--- src/rtl/spi_shifter.sv ---
// SPI bit-level shift engine: serialises one byte MSB first on o_MOSI while
// collecting the byte arriving on i_MISO, in any of the four CPOL/CPHA modes.
// Slave select belongs to the register block above and is not handled here.
module spi_shifter #(
    parameter int DIV_W = 5
) (
    input  logic             i_clk,
    input  logic             i_rst,
    input  logic             i_start,
    input  logic [7:0]       i_tx_data,
    input  logic             i_cpol,
    input  logic             i_cpha,
    input  logic [DIV_W-1:0] i_clk_div,
    output logic             o_busy,
    output logic             o_done,
    output logic [7:0]       o_rx_data,
    output logic             o_SCLK,
    output logic             o_MOSI,
    input  logic             i_MISO
);

    typedef enum logic {IDLE, SHIFT} state_t;

    state_t           state_q, state_d;
    logic [3:0]       edge_cnt_q, edge_cnt_d;
    logic [DIV_W-1:0] div_cnt_q, div_cnt_d;
    logic [DIV_W-1:0] div_q, div_d;
    logic             cpol_q, cpol_d;
    logic             cpha_q, cpha_d;
    logic [7:0]       tx_sr_q, tx_sr_d;
    logic [7:0]       rx_sr_q, rx_sr_d;
    logic [7:0]       rx_data_q, rx_data_d;
    logic             sclk_q, sclk_d;
    logic             mosi_q, mosi_d;
    logic             done_q, done_d;

    logic             leading;
    logic             sample;
    logic             last_edge;

    // Next-state logic: accept a request in IDLE, then walk 16 SCLK edges,
    // sampling on one edge type and shifting out on the other.
    always_comb begin
        state_d    = state_q;
        edge_cnt_d = edge_cnt_q;
        div_cnt_d  = div_cnt_q;
        div_d      = div_q;
        cpol_d     = cpol_q;
        cpha_d     = cpha_q;
        tx_sr_d    = tx_sr_q;
        rx_sr_d    = rx_sr_q;
        rx_data_d  = rx_data_q;
        sclk_d     = sclk_q;
        mosi_d     = mosi_q;
        done_d     = 1'b0;
        leading    = 1'b0;
        sample     = 1'b0;
        last_edge  = 1'b0;

        case (state_q)
            IDLE: begin
                // SCLK tracks the requested idle level while nothing is running.
                sclk_d = i_cpol;
                if (i_start) begin
                    state_d    = SHIFT;
                    cpol_d     = i_cpol;
                    cpha_d     = i_cpha;
                    div_d      = i_clk_div;
                    div_cnt_d  = '0;
                    edge_cnt_d = '0;
                    if (!i_cpha) begin
                        // CPHA=0: bit 7 must already be on the wire before the first edge.
                        mosi_d  = i_tx_data[7];
                        tx_sr_d = {i_tx_data[6:0], 1'b0};
                    end else begin
                        // CPHA=1: bit 7 goes out on the first (leading) edge.
                        tx_sr_d = i_tx_data;
                    end
                end
            end

            SHIFT: begin
                if (div_cnt_q == div_q) begin
                    div_cnt_d  = '0;
                    edge_cnt_d = edge_cnt_q + 4'd1;
                    sclk_d     = ~sclk_q;
                    // edge_cnt_q holds k-1, so even counts are leading edges.
                    leading    = ~edge_cnt_q[0];
                    sample     = leading ^ cpha_q;
                    last_edge  = (edge_cnt_q == 4'd15);

                    if (sample) begin
                        rx_sr_d = {rx_sr_q[6:0], i_MISO};
                    end else if (!last_edge) begin
                        mosi_d  = tx_sr_q[7];
                        tx_sr_d = {tx_sr_q[6:0], 1'b0};
                    end

                    if (last_edge) begin
                        // rx_sr_d already contains a bit sampled on this final edge.
                        state_d   = IDLE;
                        done_d    = 1'b1;
                        rx_data_d = rx_sr_d;
                        sclk_d    = cpol_q;
                    end
                end else begin
                    div_cnt_d = div_cnt_q + 1'b1;
                end
            end

            default: state_d = IDLE;
        endcase
    end

    // State register; reset aborts any transfer without a done pulse.
    always_ff @(posedge i_clk or posedge i_rst) begin
        if (i_rst) begin
            state_q    <= IDLE;
            edge_cnt_q <= '0;
            div_cnt_q  <= '0;
            div_q      <= '0;
            cpol_q     <= 1'b0;
            cpha_q     <= 1'b0;
            tx_sr_q    <= '0;
            rx_sr_q    <= '0;
            rx_data_q  <= '0;
            sclk_q     <= 1'b0;
            mosi_q     <= 1'b0;
            done_q     <= 1'b0;
        end else begin
            state_q    <= state_d;
            edge_cnt_q <= edge_cnt_d;
            div_cnt_q  <= div_cnt_d;
            div_q      <= div_d;
            cpol_q     <= cpol_d;
            cpha_q     <= cpha_d;
            tx_sr_q    <= tx_sr_d;
            rx_sr_q    <= rx_sr_d;
            rx_data_q  <= rx_data_d;
            sclk_q     <= sclk_d;
            mosi_q     <= mosi_d;
            done_q     <= done_d;
        end
    end

    assign o_busy    = (state_q == SHIFT);
    assign o_done    = done_q;
    assign o_rx_data = rx_data_q;
    assign o_SCLK    = sclk_q;
    assign o_MOSI    = mosi_q;

endmodule

--- config.mk ---
export PLATFORM = sky130hd
export DESIGN_NAME = spi_shifter
export DESIGN_NICKNAME = d
export VERILOG_FILES = /design/src/rtl/spi_shifter.sv
export SDC_FILE = /design/constraint.sdc
export NUM_CORES = 1
export LEC_CHECK = 0
export ABC_AREA = 1
export ABC_CLOCK_PERIOD_IN_PS = 1650
export CAP_MARGIN = 20
export CORE_MARGIN = 2
export CORE_UTILIZATION = 40
export DETAILED_ROUTE_END_ITERATION = 16
export DONT_BUFFER_PORTS = 1
export PLACE_DENSITY = 0.62
export SETUP_SLACK_MARGIN = 0.3
export SKIP_LAST_GASP = 1
export SLEW_MARGIN = 5
export SYNTH_ARGS = -nofsm -noshare
export SYNTH_HDL_FRONTEND = slang
export SYNTH_SLANG_ARGS = --single-unit
export TNS_END_PERCENT = 100
--- constraint.sdc ---
create_clock -name i_clk -period 1.65 [get_ports i_clk]
set_input_delay 0.165 -clock i_clk [delete_from_list [all_inputs] [get_ports i_clk]]
set_output_delay 0.165 -clock i_clk [all_outputs]
set_load 0.005 [all_outputs]
Word-level counts from Yosys, hierarchy flattened
Index checks and enable logic that the tools add are counted.
{"block": "totals", "regBits": 44, "out_inout_bits": 12}
{"block": "classes", "bitwise": 4, "muxes": 29, "n_addsub": 2, "reduce_logical": 6, "eq_ne": 7}
{"op": "8-bit 2-to-1 mux", "count": 6}
{"op": "8-bit case mux with 2 select lines", "count": 1}
{"op": "1-bit 2-to-1 mux", "count": 13}
{"op": "5-bit 2-to-1 mux", "count": 2}
{"op": "5-bit case mux with 2 select lines", "count": 1}
{"op": "4-bit 2-to-1 mux", "count": 2}
{"op": "2-bit inequality test (second input constant)", "count": 4}
{"op": "4-bit case mux with 2 select lines", "count": 1}
{"op": "1-bit case mux with 2 select lines", "count": 3}
{"op": "2-bit AND reduction", "count": 3}
{"op": "5-bit by 1-bit adder with 5-bit output (second input constant)", "count": 1}
{"op": "5-bit == test", "count": 1}
{"op": "5-bit AND reduction", "count": 1}
{"op": "4-bit by 1-bit adder with 4-bit output (second input constant)", "count": 1}
{"op": "4-bit == test (second input constant)", "count": 1}
{"op": "4-bit AND reduction", "count": 1}
{"op": "1-bit NOT", "count": 3}
{"op": "3-bit AND reduction", "count": 1}
{"op": "2-bit by 1-bit inequality test with 1-bit output (second input constant)", "count": 1}
{"op": "1-bit XOR", "count": 1}

Logic depth before layout (Yosys ltp)
{"block": "logic_depth", "ltp_word": 5, "ltp_mapped": 9, "depth_no_buf": 9}

Least setup slack after synthesis
OpenSTA, ideal clock, no wires.
{"block": "synth_timing", "path_kind": "reg2reg", "from": "reg edge_cnt_q[0]", "to": "reg tx_sr_q[2]", "t_arrival_ns": 1.330, "setup_ns": 0.117, "path_stages_with_launch": 10, "synth_period_minus_slack_ns": 1.447, "setup_slack_ns": 0.203, "cell_sequence": "dfrtp_1 ha_1 nand2_1 nor2_1 inv_1 nand2_1 nand2_2 nand3_2 nand2_1 nand2_1"}
{"block": "synth_via", "elab_chain_cells": 4, "word_cells_on_any_way": 6}
{"item": "start, declared", "line_no": "25", "source": "logic [3:0] edge_cnt_q, edge_cnt_d;"}
{"item": "start signal, assigned", "line_no": "132", "source": "edge_cnt_q <= edge_cnt_d;"}
{"item": "branches (longest 3 deep; another with 4-bit == test)"}
{"item": "4-bit AND reduction (no line) (*)"}
{"item": "end signal, assigned", "line_no": "137", "source": "tx_sr_q <= tx_sr_d;"}
{"item": "end, declared", "line_no": "30", "source": "logic [7:0] tx_sr_q, tx_sr_d;"}
Mark *: on every way between the ends.
A chain may end at the register's enable or synchronous reset.

Worst setup path in the final report
{"block": "layout_timing", "from": "reg div_cnt_q[1]", "to": "reg rx_sr_q[0]"}
{"block": "layout_via", "elab_chain_cells": 2}
{"item": "start, declared", "line_no": "26", "source": "logic [DIV_W-1:0] div_cnt_q, div_cnt_d;"}
{"item": "start signal, assigned", "line_no": "133", "source": "div_cnt_q <= div_cnt_d;"}
{"item": "5-bit == test", "line_no": "83", "source": "if (div_cnt_q == div_q) begin"}
{"item": "2-bit AND reduction (no line)"}
{"item": "end signal, assigned", "line_no": "138", "source": "rx_sr_q <= rx_sr_d;"}
{"item": "end, declared", "line_no": "31", "source": "logic [7:0] rx_sr_q, rx_sr_d;"}
No other way between the ends.

==> flow_metrics.tcl <==
set metrics [dict create \
    cp.required_ps 1880 \
    p_leak_nw 1.36 \
    whs_path_depth 1 \
    cts.path.max_buffers 2 \
    cts_buffers 5 \
    gp_congestion 0.780 \
    r2r_slack_ps 200 \
    outcome "finished, final reports clean" \
    slew_violations 0 \
    synth_area_leaders "dfrtp_1, nand2_1, o21ai_0" \
    path_class "reg2reg" \
    synth_edf_count 0 \
    crit_arrival_ps 1680 \
    grt_pass1_wl_mm 8.21 \
    num_antenna_cells 0 \
    vias 1846 \
    yosys.area_share.simple_pct 29.7 \
    synth_xor_area_share_pct 1.97 \
    dp_hpwl_mm 3.08 \
    ir_drop_mv 0.935 \
    slew_headroom_pct 44.7 \
    port_buffers 0 \
    ys.flop_type "dfrtp_1" \
    vias_per_cell 4.87 \
    ant_nets 0 \
    fin_crit_sh_pct 87.7 \
    multi_input_area_sq_um 1090 \
    min_to "cpol_q" \
    grtUsageTotal_pct 17.1 \
    avgSynthCellArea_sq_um 8.04 \
    grt_max_degree 24 \
    synth-seq-area-share_pct 49.6 \
    setup_tns_ps 0 \
    synth_area_leader_cell "dfrtp_1" \
    synth_common_cells "nand2_1, dfrtp_1, o21ai_0, inv_1, nor2_1" \
    h-tree-depth 2 \
    remaining_drc_errors 0 \
    max_cap_viol_count 0 \
    finalSetupViolations 0 \
    initial_core_util_pct 40.8 \
    overflow 0 \
    drtIter0Drc 72 \
    fp.dieArea_sq_um 6160 \
    cp-start-kind "flop" \
    muxShareOfSynthArea_pct 1.52 \
    drt_wl_total_mm 4.94 \
    synth_cells 276 \
    reg2reg_to "rx_sr_q[0]" \
    cpPeakStageDelay_ps 390 \
    path_cells "inv_1, nand2_1, nand2_1, nor2_2, nand3_4, nor2_4, buf_6, nand2_2, o21ai_1" \
    rsz0062_at_grt "true" \
    worstMarginPinSlew_ps 824 \
    rows 27 \
    clk_pin_slew_worst_paths_ps 90 \
    crit_slowest_cell "dfrtp_1" \
    hold_violations 0 \
    synth_nets 297 \
    synthAdderAreaFrac_pct 1.13 \
    finClkSkew_ps 9.43 \
    ys_seq_elements 44 \
    ioPinCount 31 \
    yosysMostFrequentCell "nand2_1" \
    hold_start "i_cpol" \
    reg2reg_from "div_cnt_q[1]" \
    critPathMaxFanout 8 \
    cts.sinks 44 \
    async_flop_share_pct 100 \
    cts-root-buf "clkbuf_8" \
    netlist_area_sq_um 2220 \
    wl_per_cell_um 13.0 \
    synth_top_family_by_area "simple AND/OR/NAND/NOR gates" \
    fmax_ghz 0.691 \
    synth_top_area_share_pct 49.6 \
    tritoncts "built" \
    min_period_ps 1450 \
    post_synth_num_cell_types 28 \
    dr.pass1.iters 4 \
    drive_gt1_share_pct 25.1 \
    hp-class "in2reg" \
    area_growth_syn_to_layout_pct 24.2 \
    p_per_area_nw_per_um2 1400 \
    dieHeight_um 78.5 \
    grt_pass1_vias 1763 \
    whs_ps 10.5 \
    crit_top_cell "nand2_1" \
    fin_nets 327 \
    reg2reg_depth 9 \
    yosysWarnings 0 \
    crit_path_end_kind "flop" \
    synth_compound_area_share_pct 8.91 \
    clk_latency_ps 300 \
    regArea_sq_um 1100 \
    core_area_sq_um 5440 \
    antenna_found_initial 0 \
    die_w_um 78.5 \
    fill_cells 518 \
]
-- sequential cells by signal (all words and copies together), names as in the netlist --
| signal | count |
|---|---|
| o_rx_data | 8 |
| rx_sr_q | 8 |
| tx_sr_q | 8 |
| div_cnt_q | 5 |
| div_q | 5 |
| edge_cnt_q | 4 |
| cpha_q | 1 |
| cpol_q | 1 |
| o_MOSI | 1 |
| o_SCLK | 1 |
| o_busy | 1 |
| o_done | 1 |
-- worst max path at each step --
stage | endpoint | slack [ps] | depth (start not counted) | start
after global placement | rx_sr_q[2] | 110 | 8 | div_cnt_q[2]
after global routing | tx_sr_q[6] | 80 | 5 | o_busy
after CTS | rx_sr_q[0] | 200 | 8 | div_cnt_q[0]
after floorplan | tx_sr_q[2] | 300 | 9 | edge_cnt_q[0]
after detailed placement | o_rx_data[5] | 80 | 8 | div_cnt_q[3]
final | rx_sr_q[0] | 200 | 9 | div_cnt_q[1]
-- worst max-delay path, delay by kind of cell (launching register included) --
kind	cells	cell delay [ps]
AND/OR/NAND/NOR	6	670
flip-flops	1	390
buffers and inverters	2	260
AO/OA/AOI/OAI	1	60
-- cells by family after synthesis --
group	count (synthesis)
compound gates	38
fa+ha+maj	2
simple gates	150
xor+xnor	5
flops	44
mux	3
buf+inv	34
-- final cells by class --
cell class | instances | area share (%)
Multi-Input combinational cell | 199 | 39.5
Inverter | 24 | 3.36
Sequential cell | 44 | 39.9
Clock inverter | 3 | 0.771
Clock buffer | 5 | 2.50
Timing Repair Buffer | 32 | 10.7
Tap cell | 72 | 3.27
-- power by group --
part	total (W)	leakage [nW]	internal (W)	switching (W)
sequential	0.00159	0.564	0.00138	0.000214
combinational	0.00156	0.752	0.000704	0.000860
clock	0.000696	0.0445	0.000301	0.000395
total	0.00385	1.36	0.00238	0.00147
-- stage by stage --
stage	total power, W	std cells	util (%)	instance area, sq um	setup slack, ps
3_3_place_gp	0.00269	350	43.1	2340	107
6_report	0.00385	379	50.7	2760	204
3_5_place_dp	0.00271	350	43.1	2340	82.5
5_1_grt	0.00416	379	50.7	2760	76.2
2_1_floorplan	0.00248	276	-	2230	301
4_1_cts	0.00371	377	48.7	2650	203
-- what timing repair did --
action	CTS	global route
endpoints found under the hold margin	22	1
hold buffers	2	1
pin swaps	13	9
gates cloned	2	0
buffers inserted	15	1
endpoints found under the setup margin	36	37
gates resized for setup	18	28
-- cell usage in the layout, fill, tap and decap left out, types with 2 or more instances in the layout --
| cell | count |
|---|---|
| a31oi_1 | 4 |
| nand2_4 | 5 |
| o21ai_0 | 18 |
| nand2_1 | 91 |
| xor2_1 | 3 |
| dfrtp_1 | 44 |
| nand2_2 | 15 |
| buf_4 | 21 |
| buf_12 | 2 |
| dlygate4sd3_1 | 3 |
| nor2_1 | 14 |
| mux2_2 | 3 |
| inv_2 | 2 |
| inv_1 | 20 |
| buf_6 | 6 |
| nor2_4 | 3 |
| nand4_1 | 9 |
| nand3_4 | 2 |
| o21ai_1 | 9 |
| clkbuf_8 | 5 |
| nand3_1 | 7 |
| o22ai_1 | 2 |
| a21oi_1 | 3 |
-- metal layers --
layer,track usage [%],wire length (um)
met5,0,0
met4,6.32,86
met3,3.45,210
met2,27.6,2370
met1,22.6,2270
No activity file was read; power rests on OpenSTA's default activity.
